`src/rtl/riscv_mem_pkg.sv`:
```
// Shared RV64 load/store definitions: func3 encodings, access sizes, MEM FSM states
// and small helpers for alignment checking and store byte-strobe generation.
package riscv_mem_pkg;

  localparam logic [2:0] F3_LB  = 3'b000;
  localparam logic [2:0] F3_LH  = 3'b001;
  localparam logic [2:0] F3_LW  = 3'b010;
  localparam logic [2:0] F3_LD  = 3'b011;
  localparam logic [2:0] F3_LBU = 3'b100;
  localparam logic [2:0] F3_LHU = 3'b101;
  localparam logic [2:0] F3_LWU = 3'b110;

  localparam logic [2:0] F3_SB  = 3'b000;
  localparam logic [2:0] F3_SH  = 3'b001;
  localparam logic [2:0] F3_SW  = 3'b010;
  localparam logic [2:0] F3_SD  = 3'b011;

  localparam logic [3:0] SIZE_B = 4'd1;
  localparam logic [3:0] SIZE_H = 4'd2;
  localparam logic [3:0] SIZE_W = 4'd4;
  localparam logic [3:0] SIZE_D = 4'd8;

  typedef enum logic [1:0] {
    ST_IDLE = 2'd0,
    ST_BUSY = 2'd1,
    ST_DONE = 2'd2
  } state_e;

  // Access width only depends on func3[1:0]; the unsigned-load bit does not matter here.
  function automatic logic misaligned(input logic [2:0] func3, input logic [2:0] off);
    logic res;
    case ({1'b0, func3[1:0]})
      F3_SB:   res = 1'b0;
      F3_SH:   res = off[0];
      F3_SW:   res = |off[1:0];
      F3_SD:   res = |off;
      default: res = |off;
    endcase
    return res;
  endfunction

  function automatic logic [7:0] store_strobe(input logic [2:0] func3, input logic [2:0] off);
    logic [3:0] size;
    logic [8:0] mask;
    case ({1'b0, func3[1:0]})
      F3_SB:   size = SIZE_B;
      F3_SH:   size = SIZE_H;
      F3_SW:   size = SIZE_W;
      default: size = SIZE_D;
    endcase
    mask = (9'd1 << size) - 9'd1;
    return mask[7:0] << off;
  endfunction

endpackage

```
`src/rtl/load_align_ext.sv`:
```
// Combinational load alignment: shifts the addressed bytes down to bit 0 and
// sign- or zero-extends them according to the load func3.
module load_align_ext
  import riscv_mem_pkg::*;
#(
  parameter int XLEN = 64
) (
  input  logic [XLEN-1:0] rdata_i,
  input  logic [2:0]      offset_i,
  input  logic [2:0]      func3_i,
  output logic [XLEN-1:0] result_o
);

  logic [XLEN-1:0] shifted_s;

  always_comb begin
    shifted_s = rdata_i >> {offset_i, 3'b000};
    case (func3_i)
      F3_LB:   result_o = {{(XLEN-8){shifted_s[7]}}, shifted_s[7:0]};
      F3_LH:   result_o = {{(XLEN-16){shifted_s[15]}}, shifted_s[15:0]};
      F3_LW:   result_o = {{(XLEN-32){shifted_s[31]}}, shifted_s[31:0]};
      F3_LBU:  result_o = {{(XLEN-8){1'b0}}, shifted_s[7:0]};
      F3_LHU:  result_o = {{(XLEN-16){1'b0}}, shifted_s[15:0]};
      F3_LWU:  result_o = {{(XLEN-32){1'b0}}, shifted_s[31:0]};
      F3_LD:   result_o = shifted_s;
      default: result_o = shifted_s;
    endcase
  end

endmodule

```
`src/rtl/dmem_access_ctrl.sv`:
```
// MEM-stage data-memory controller: turns the EX/MEM load/store into a req/ack bus
// transaction, stalls the pipeline until it completes, and aborts on bus timeout.
module dmem_access_ctrl
  import riscv_mem_pkg::*;
#(
  parameter int XLEN           = 64,
  parameter int TIMEOUT_CYCLES = 255,
  parameter int CNT_W          = 8
) (
  input  logic            clk,
  input  logic            reset,
  input  logic            mem_read_m,
  input  logic            mem_write_m,
  input  logic [2:0]      func3_m,
  input  logic [XLEN-1:0] addr_m,
  input  logic [XLEN-1:0] wdata_m,
  output logic            stall_m,
  output logic [XLEN-1:0] load_data_m,
  output logic            misalign_m,
  output logic            timeout_err,
  output logic            bus_req,
  output logic            bus_we,
  output logic [XLEN-1:0] bus_addr,
  output logic [XLEN-1:0] bus_wdata,
  output logic [7:0]      bus_wstrb,
  input  logic            bus_ack,
  input  logic [XLEN-1:0] bus_rdata
);

  state_e            state_q;
  logic [CNT_W-1:0]  cnt_q;
  logic              bus_req_q;
  logic              bus_we_q;
  logic [XLEN-1:0]   bus_addr_q;
  logic [XLEN-1:0]   bus_wdata_q;
  logic [7:0]        bus_wstrb_q;
  logic [XLEN-1:0]   load_data_q;
  logic              timeout_q;
  logic [2:0]        func3_q;
  logic [2:0]        off_q;

  logic              access_s;
  logic              misal_s;
  logic              start_s;
  logic              expired_s;
  logic [XLEN-1:0]   load_ext_s;

  assign access_s  = mem_read_m | mem_write_m;
  assign misal_s   = misaligned(func3_m, addr_m[2:0]);
  assign start_s   = (state_q == ST_IDLE) & access_s & ~misal_s;
  assign expired_s = (cnt_q == CNT_W'(TIMEOUT_CYCLES - 1));

  // The stall must rise in the same cycle the access appears so EX/MEM is held from cycle 0.
  assign stall_m    = ~reset & (start_s | (state_q == ST_BUSY));
  assign misalign_m = ~reset & (state_q == ST_IDLE) & access_s & misal_s;

  assign bus_req     = bus_req_q;
  assign bus_we      = bus_we_q;
  assign bus_addr    = bus_addr_q;
  assign bus_wdata   = bus_wdata_q;
  assign bus_wstrb   = bus_wstrb_q;
  assign load_data_m = load_data_q;
  assign timeout_err = timeout_q;

  load_align_ext #(.XLEN(XLEN)) u_load_align_ext (
    .rdata_i  (bus_rdata),
    .offset_i (off_q),
    .func3_i  (func3_q),
    .result_o (load_ext_s)
  );

  // Access sequencer: IDLE -> BUSY (request held) -> DONE (result/abort) -> IDLE.
  always_ff @(posedge clk) begin
    if (reset) begin
      state_q     <= ST_IDLE;
      cnt_q       <= '0;
      bus_req_q   <= 1'b0;
      bus_we_q    <= 1'b0;
      bus_addr_q  <= '0;
      bus_wdata_q <= '0;
      bus_wstrb_q <= 8'h00;
      load_data_q <= '0;
      timeout_q   <= 1'b0;
      func3_q     <= 3'b000;
      off_q       <= 3'b000;
    end else begin
      case (state_q)
        ST_IDLE: begin
          timeout_q <= 1'b0;
          if (start_s) begin
            bus_addr_q  <= {addr_m[XLEN-1:3], 3'b000};
            bus_we_q    <= mem_write_m;
            bus_wdata_q <= wdata_m << {addr_m[2:0], 3'b000};
            bus_wstrb_q <= mem_write_m ? store_strobe(func3_m, addr_m[2:0]) : 8'h00;
            func3_q     <= func3_m;
            off_q       <= addr_m[2:0];
            bus_req_q   <= 1'b1;
            cnt_q       <= '0;
            state_q     <= ST_BUSY;
          end else begin
            state_q <= ST_IDLE;
          end
        end
        ST_BUSY: begin
          // An ack on the final allowed cycle still completes the access normally.
          if (bus_ack) begin
            load_data_q <= load_ext_s;
            bus_req_q   <= 1'b0;
            cnt_q       <= '0;
            state_q     <= ST_DONE;
          end else if (expired_s) begin
            load_data_q <= '0;
            bus_req_q   <= 1'b0;
            timeout_q   <= 1'b1;
            cnt_q       <= '0;
            state_q     <= ST_DONE;
          end else begin
            cnt_q <= cnt_q + CNT_W'(1);
          end
        end
        ST_DONE: begin
          timeout_q <= 1'b0;
          state_q   <= ST_IDLE;
        end
        default: begin
          bus_req_q <= 1'b0;
          timeout_q <= 1'b0;
          cnt_q     <= '0;
          state_q   <= ST_IDLE;
        end
      endcase
    end
  end

endmodule

```
`config.mk`:
```
export PLATFORM = sky130hd
export DESIGN_NAME = dmem_access_ctrl
export DESIGN_NICKNAME = d
export VERILOG_FILES = /design/src/rtl/riscv_mem_pkg.sv /design/src/rtl/load_align_ext.sv /design/src/rtl/dmem_access_ctrl.sv
export SDC_FILE = /design/constraint.sdc
export NUM_CORES = 1
export LEC_CHECK = 0
export BUFFER_PORTS_ARGS = -buffer_cell sky130_fd_sc_hd__buf_4
export CORE_AREA = 2 2 159 161
export CTS_BUF_LIST = sky130_fd_sc_hd__clkbuf_8
export DETAILED_ROUTE_END_ITERATION = 6
export DIE_AREA = 0 0 161 163
export PLACE_DENSITY = 0.77
export SYNTH_ARGS = -nofsm -noshare
export SYNTH_HDL_FRONTEND = slang
export SYNTH_SLANG_ARGS = --single-unit
```
`constraint.sdc`:
```
create_clock -name clk -period 4.95 [get_ports clk]
set_input_delay 0.2475 -clock clk [delete_from_list [all_inputs] [get_ports clk]]
set_output_delay 0.2475 -clock clk [all_outputs]
set_load 0.02 [all_outputs]
```
==> flow_summary.toml, run 1 <==
[status]
status = "complete, no violations"

[timing]
finalSetupViolations = 0
hold_viol = 0
rsz0062_at_grt = "no"
worst_clock_skew_ps = 21.21
fmax_mhz = 341.7
maxSlewViolCount = 0
worst_slew_pin_slew_ps = 1145
finalSetupTns_ps = 0
post-route-min-period_ps = 2927
relSlewSlack = 0.2349
post-route-period-util = 0.5913

[power_and_ir_drop]
p_per_area_nw_per_um2 = 313.9
seqPwrFrac = 0.393
cellLeakagePower_uw = 0.006807
total_power_uw = 4867
ir_drop_mv = 0.2310
swShare = 0.3035
p_comb_frac = 0.225
pwr-share-clk = 0.382
p_int_uw = 3390
netSwitchingPower_uw = 1477

[worst_setup_path]
start_kind = "input pin"
critical-path-max-stage-delay_ps = 680
worstPathCellList = "dlygate4sd3_1 -> buf_4 -> o21ai_1 -> o21ai_1 -> nor3_4 -> buf_12 -> buf_4 -> nand2_1 -> a21oi_1"
cp_max_fo = 72
reg2reg_slack_ps = 2100
worstPathArrival_ps = 3370
path_class = "input pin to flip-flop"
end_kind = "flip-flop"
cp_slowest_cell = "nor3_4"
required_ps = 5390

[logic_synthesis]
synth_enable_flop_cells = 0
yosys.cell_types.count = 51
synth_area_leaders = "dfxtp_1, nand2_1, a21oi_1, mux2i_1, mux2_2"
ys_warn_count = 0
synth_area_per_cell_sq_um = 8.055
synth_ff_type = "dfxtp_1"
synthArstFlopShare = 0
synth_top_area_frac = 0.4000
yosysSeqAreaShare = 0.4000
ys_ff_latch = 216
yosys.area.top_type = "dfxtp_1"
syn_inst = 1342
syn_area_sq_um = 10810

[layout]
nets = 1953
syn2layout_area_growth_pct = 43.44
diodes = 0
final_layout_size_suffix_gt1_frac = 0.3008
stdcell_count = 2112

[clocking]
insertion_delay_ps = 540
clk_pin_slew_ps = 60
cts_sinks = 216
cts_buffer_depth = 3
cts_root_buffer = "clkbuf_8"
postCtsSetupBuffers = 0
cts_buffers = 39
cts.htree.levels = 2
cts_tree = "built"

[floorplan]
dieArea_sq_um = 26240
io_pins = 405
initial_utilization = 0.4381
die_x_um = 161
die_h_um = 163
rows = 58
core-area_sq_um = 24670

[placement]
portBuffers = 401
place_congestion = 0.9249
place_inst = 1966
hpwl_mm = 27.37

[routing]
wl_mm = 39.67
wl_per_cell_um = 18.78
antenna_left = 0
drtIter0Drc = 869
firstDrtPassIters = 7
viasPerCell = 5.591
vias = 11810
remaining_drc_errors = 0

[global_routing]
grt_pass1_wl_mm = 60.51
grt_pass1_vias = 11510
antenna_found_initial = 0
grt_usage = 0.2860
grt_max_degree = 109
gr-total-overflow = 0

[min_path]
holdCritPathClass = "input pin to flip-flop"

[run]
drv_cap = 0
cell usage in the layout, fill, tap and decap left out, types with 7 or more instances in the layout:
| cell | netlist | layout |
|---|---|---|
| dlygate4sd3_1 | 0 | 74 |
| dfxtp_1 | 216 | 214 |
| a211oi_1 | 14 | 14 |
| a22o_1 | 7 | 7 |
| nor2_1 | 103 | 103 |
| mux2i_1 | 91 | 91 |
| mux2_2 | 44 | 44 |
| nor3b_1 | 8 | 8 |
| nand3_1 | 32 | 32 |
| a31oi_1 | 7 | 7 |
| a22oi_1 | 7 | 7 |
| inv_1 | 6 | 17 |
| a2bb2oi_1 | 8 | 8 |
| o211ai_1 | 29 | 29 |
| buf_4 | 5 | 411 |
| clkbuf_8 | 0 | 54 |
| a311oi_1 | 13 | 13 |
| o21ai_1 | 33 | 33 |
| a21oi_1 | 182 | 181 |
| o21ai_0 | 30 | 30 |
| nand2_1 | 278 | 278 |
| nand2b_1 | 8 | 8 |
| mux4_2 | 9 | 9 |
| nor3_1 | 20 | 20 |
| a211o_1 | 16 | 16 |
| a221o_1 | 8 | 8 |
| o2bb2ai_1 | 8 | 8 |
path summary, 6_finish.rpt:
check | start | cells past startpoint | endpoint
worst min-delay path | wdata_m[5] | 3 | bus_wdata[5]$_SDFFE_PP0P_
worst min register to register | bus_addr[60]$_SDFFE_PP0P_ | 2 | bus_addr[60]$_SDFFE_PP0P_
worst max register to register | off_q[2]$_SDFFE_PP0P_ | 8 | load_data_m[45]$_SDFFE_PP0P_
worst max-delay path | func3_m[0] | 9 | bus_addr[53]$_SDFFE_PP0P_
synth_stat cells (20+ instances only):
cell type,n
o21ai_0,30
a21oi_1,182
o211ai_1,29
nand2_1,278
nand3_1,32
buf_2,26
dfxtp_1,216
o21ai_1,33
mux2_2,44
nor3_1,20
clkbuf_1,78
nor2_1,103
mux2i_1,91
through the flow:
step	cell area [sq um]	hold WS [ps]	setup slack [ps]	utilization
2_1_floorplan	10820	383.5	3032	-
3_3_place_gp	13890	437.3	1966	0.5629
3_5_place_dp	13890	442.9	1849	0.5629
4_1_cts	15510	3.482	2144	0.6284
5_1_grt	15510	27.14	1812	0.6284
6_report	15510	29.11	2023	0.6284
layer usage:
| metal | wire length (um) | global-route usage | vias up |
|---|---|---|---|
| li1 | - | - | 5571 |
| met1 | 15160 | 0.3274 | 5542 |
| met2 | 19310 | 0.4930 | 589 |
| met3 | 3425 | 0.07818 | 106 |
| met4 | 1767 | 0.1425 | 0 |
| met5 | 0 | 0 | - |
logic make-up (layout without fill, tap and decap cells):
group,after synthesis,in the layout,synth area share
AO/OA/AOI/OAI,379,379,0.2157
adder cells (fa/ha/maj),2,2,0.002314
AND/OR/NAND/NOR,473,473,0.1832
buffers and inverters,127,565,0.04954
flip-flops,216,216,0.4000
multiplexers,144,144,0.1488
other,1,3,0.0003469
state kept, by name (all words and copies together) (netlist names):
register and cells:
state_q 2, bus_wdata 64, off_q 3, bus_addr 61, bus_req 1, bus_we 1
bus_wstrb 8, func3_q 3, cnt_q 8, load_data_m 64, timeout_err 1
critical path: cells and delay by family:
kind / cells / cell delay (ps)
buffers and inverters: 4 / 1510
and+or+nand+nor: 2 / 820
AOI/OAI and AO/OA: 3 / 750
power groups by stage:
stage	logic, uW	registers (uW)	clock network (uW)
after global routing	1170	1920	1970
after floorplan	496	2040	0
after CTS	1080	1910	1880
final	1100	1910	1860
after global placement	1020	1940	0
after detailed placement	1030	1940	0
timing repair:
| item | 4_1_cts | 5_1_grt |
|---|---|---|
| hold buffers | 74 | 0 |
| endpoints found under the hold margin | 75 | 0 |
| gates resized for setup | 0 | 0 |
area by class of cell:
class                           count  area (sq um)
Clock buffer                       54         743.2
Tap cell                          330         412.9
Timing Repair Buffer              487          3866
Fill cell                        2078          9168
Multi-Input combinational cell   1001          6002
Sequential cell                   216          4327
Clock inverter                     18         132.6
Inverter                            6         22.52
No activity file was read; power rests on OpenSTA's default activity.
==> run 2, diff against run 1 <==
Settings changed: ABC_AREA from default to 1, CORE_AREA 2 2 159 161 to default, CORE_ASPECT_RATIO from default to 2, CORE_MARGIN from default to 1, CORE_UTILIZATION from default to 47, DIE_AREA 0 0 161 163 to default, PLACE_DENSITY 0.77 to 0.83.
Clock period 4.95 ns to 2.61 ns, I/O delays scaled along.
==> flow_summary.toml, run 2 <==
[power_and_ir_drop]
total_power_uw = 9586
ir_drop_mv = 0.5945
cellLeakagePower_uw = 0.007657
p_per_area_nw_per_um2 = 592.1

[min_path]
holdCritPathClass = "input pin to flip-flop"
hp-start = "wdata_m[2]"

[clocking]
cts_buffer_depth = 3
cts_root_buffer = "clkbuf_8"
cts_tree = "built"
insertion_delay_ps = 540
clk_pin_slew_ps = 60
cts_resized = 0
cts.htree.levels = 2
cts_sinks = 216
postCtsHoldBufs = 69
postCtsSetupBuffers = 0
cts_buffers = 34

[worst_setup_path]
path_class = "flip-flop to output pin"
end_kind = "output pin"
crit_path_start = "state_q[1]$_SDFFE_PP0P_"
cp_max_fo = 13
r2r-start = "state_q[0]$_SDFFE_PP0P_"
required_ps = 2480
reg2reg_slack_ps = 420
worstPathArrival_ps = 2080
start_kind = "flip-flop"

[status]
status = "complete, no violations"

[logic_synthesis]
synthTopCellsByCount = "nand2_1, o21ai_0, dfxtp_1"
synth_ff_type = "dfxtp_1"
synth-compound-area-share = 0.2224
yosysSeqAreaShare = 0.3677
synth_area_per_cell_sq_um = 6.452
synth_enable_flop_cells = 0
synth-simple-area-share = 0.3095
synth_top_family_by_area = "simple AND/OR/NAND/NOR gates"
ys_ff_latch = 216
synthMuxAreaShare = 0.007660
synthAdderAreaFrac = 0.002128
syn_area_sq_um = 11760
syn_inst = 1823
synth_xor_area_frac = 0.002234
synth_area_leaders = "dfxtp_1, nand2_1, o21ai_0, nand3_1, a21oi_1"
yosys.cell_types.count = 44
synth_top_area_frac = 0.3677
synthArstFlopShare = 0
synth_most_common_cell = "nand2_1"
ys_warn_count = 0
yosys.area.top_type = "dfxtp_1"

[run]
drv_cap = 0

[floorplan]
rows = 81
die_h_um = 225.7
dieArea_sq_um = 25700
io_pins = 405
initial_utilization = 0.4795
die_x_um = 113.9
core-area_sq_um = 24530

[placement]
place_inst = 2447
portBuffers = 401
placed_cell_area_sq_um = 14860
hpwl_mm = 33.88
place_congestion = 1.050

[layout]
layout_common_cells = "nand2_1, buf_4, o21ai_0, dfxtp_1, nor2_1"
stdcell_count = 2575
fin_area_sq_um = 16190
syn2layout_area_growth_pct = 37.65
nets = 2422
final_common_cell = "nand2_1"
final_layout_size_suffix_gt1_frac = 0.2290

[timing]
hold_viol = 0
timing.hold.ws_ps = 17.54
fmax_mhz = 452.1
finalSetupTns_ps = 0
finalSetupViolations = 0
worst_slew_pin_slew_ps = 716.2
post-route-period-util = 0.8475
worst_clock_skew_ps = 23.88
rsz0062_at_grt = "no"
maxSlewViolCount = 0
relSlewSlack = 0.5225
post-route-min-period_ps = 2212

[routing]
drtIter0Drc = 1366
viasPerCell = 5.706
firstDrtPassIters = 6
antenna_left = 0
wl_per_cell_um = 19.17
wl_mm = 49.36
remaining_drc_errors = 0
vias = 14690

[global_routing]
gr-total-overflow = 0
antenna_found_initial = 0
grt_pass1_wl_mm = 73.96
grt_pass1_vias = 14210
grt_max_degree = 129
grt_usage = 0.3748
==> run 2: critical path, stage by stage, from the launching register on <==
cell      delay (ps)
dfxtp_1          340
nor3_1           400
nand2_4          120
clkinv_2          90
nand2_1          280
nand2_1          170
buf_4            150
==> run 2: area by class of cell <==
cell class | instances | area, sq um
flip-flops and latches | 216 | 4325
inverters | 66 | 249.0
fillers | 2142 | 8337
well taps | 332 | 415.4
multi-input cells | 1388 | 6419
clock inverters | 18 | 106.4
clock buffers | 38 | 523.0
diodes | 3 | 7.507
repair buffers | 514 | 4144
==> run 2: stage by stage <==
step                  util  setup WS, ps
CTS                 0.6598         388.7
global placement    0.6060         659.9
finish              0.6601         398.1
global route        0.6598         266.5
detailed placement  0.6060         569.7
floorplan                -         970.0
==> run 2: power breakdown <==
group          total (uW)  switching [uW]  internal [uW]
combinational        3040            1910           1130
sequential           3730             168           3560
clock                2810            1380           1430
total                9590            3460           6120
==> run 2: logic make-up (layout without fill, tap and decap cells) <==
family,after synthesis,after routing
fa+ha+maj,2,2
other cells,1,6
flops,216,216
simple gates,886,886
mux,9,9
compound gates,485,485
xor+xnor,3,3
buf+inv,221,636
==> run 2: per-layer routing <==
layer,part of all wire,track usage,up-vias
li1,-,-,6843
met1,0.31,0.3543,6621
met2,0.50,0.6520,928
met3,0.085,0.08937,300
met4,0.10,0.3586,0
met5,0,0,-
==> run 2: path summary, 6_finish.rpt <==
path / end / cells past startpoint
hold / removal: bus_wdata[2]$_SDFFE_PP0P_ / 5
setup reg to reg: load_data_m[49]$_SDFFE_PP0P_ / 8
setup / recovery: stall_m / 6
hold reg to reg: bus_req$_SDFFE_PP0P_ / 2
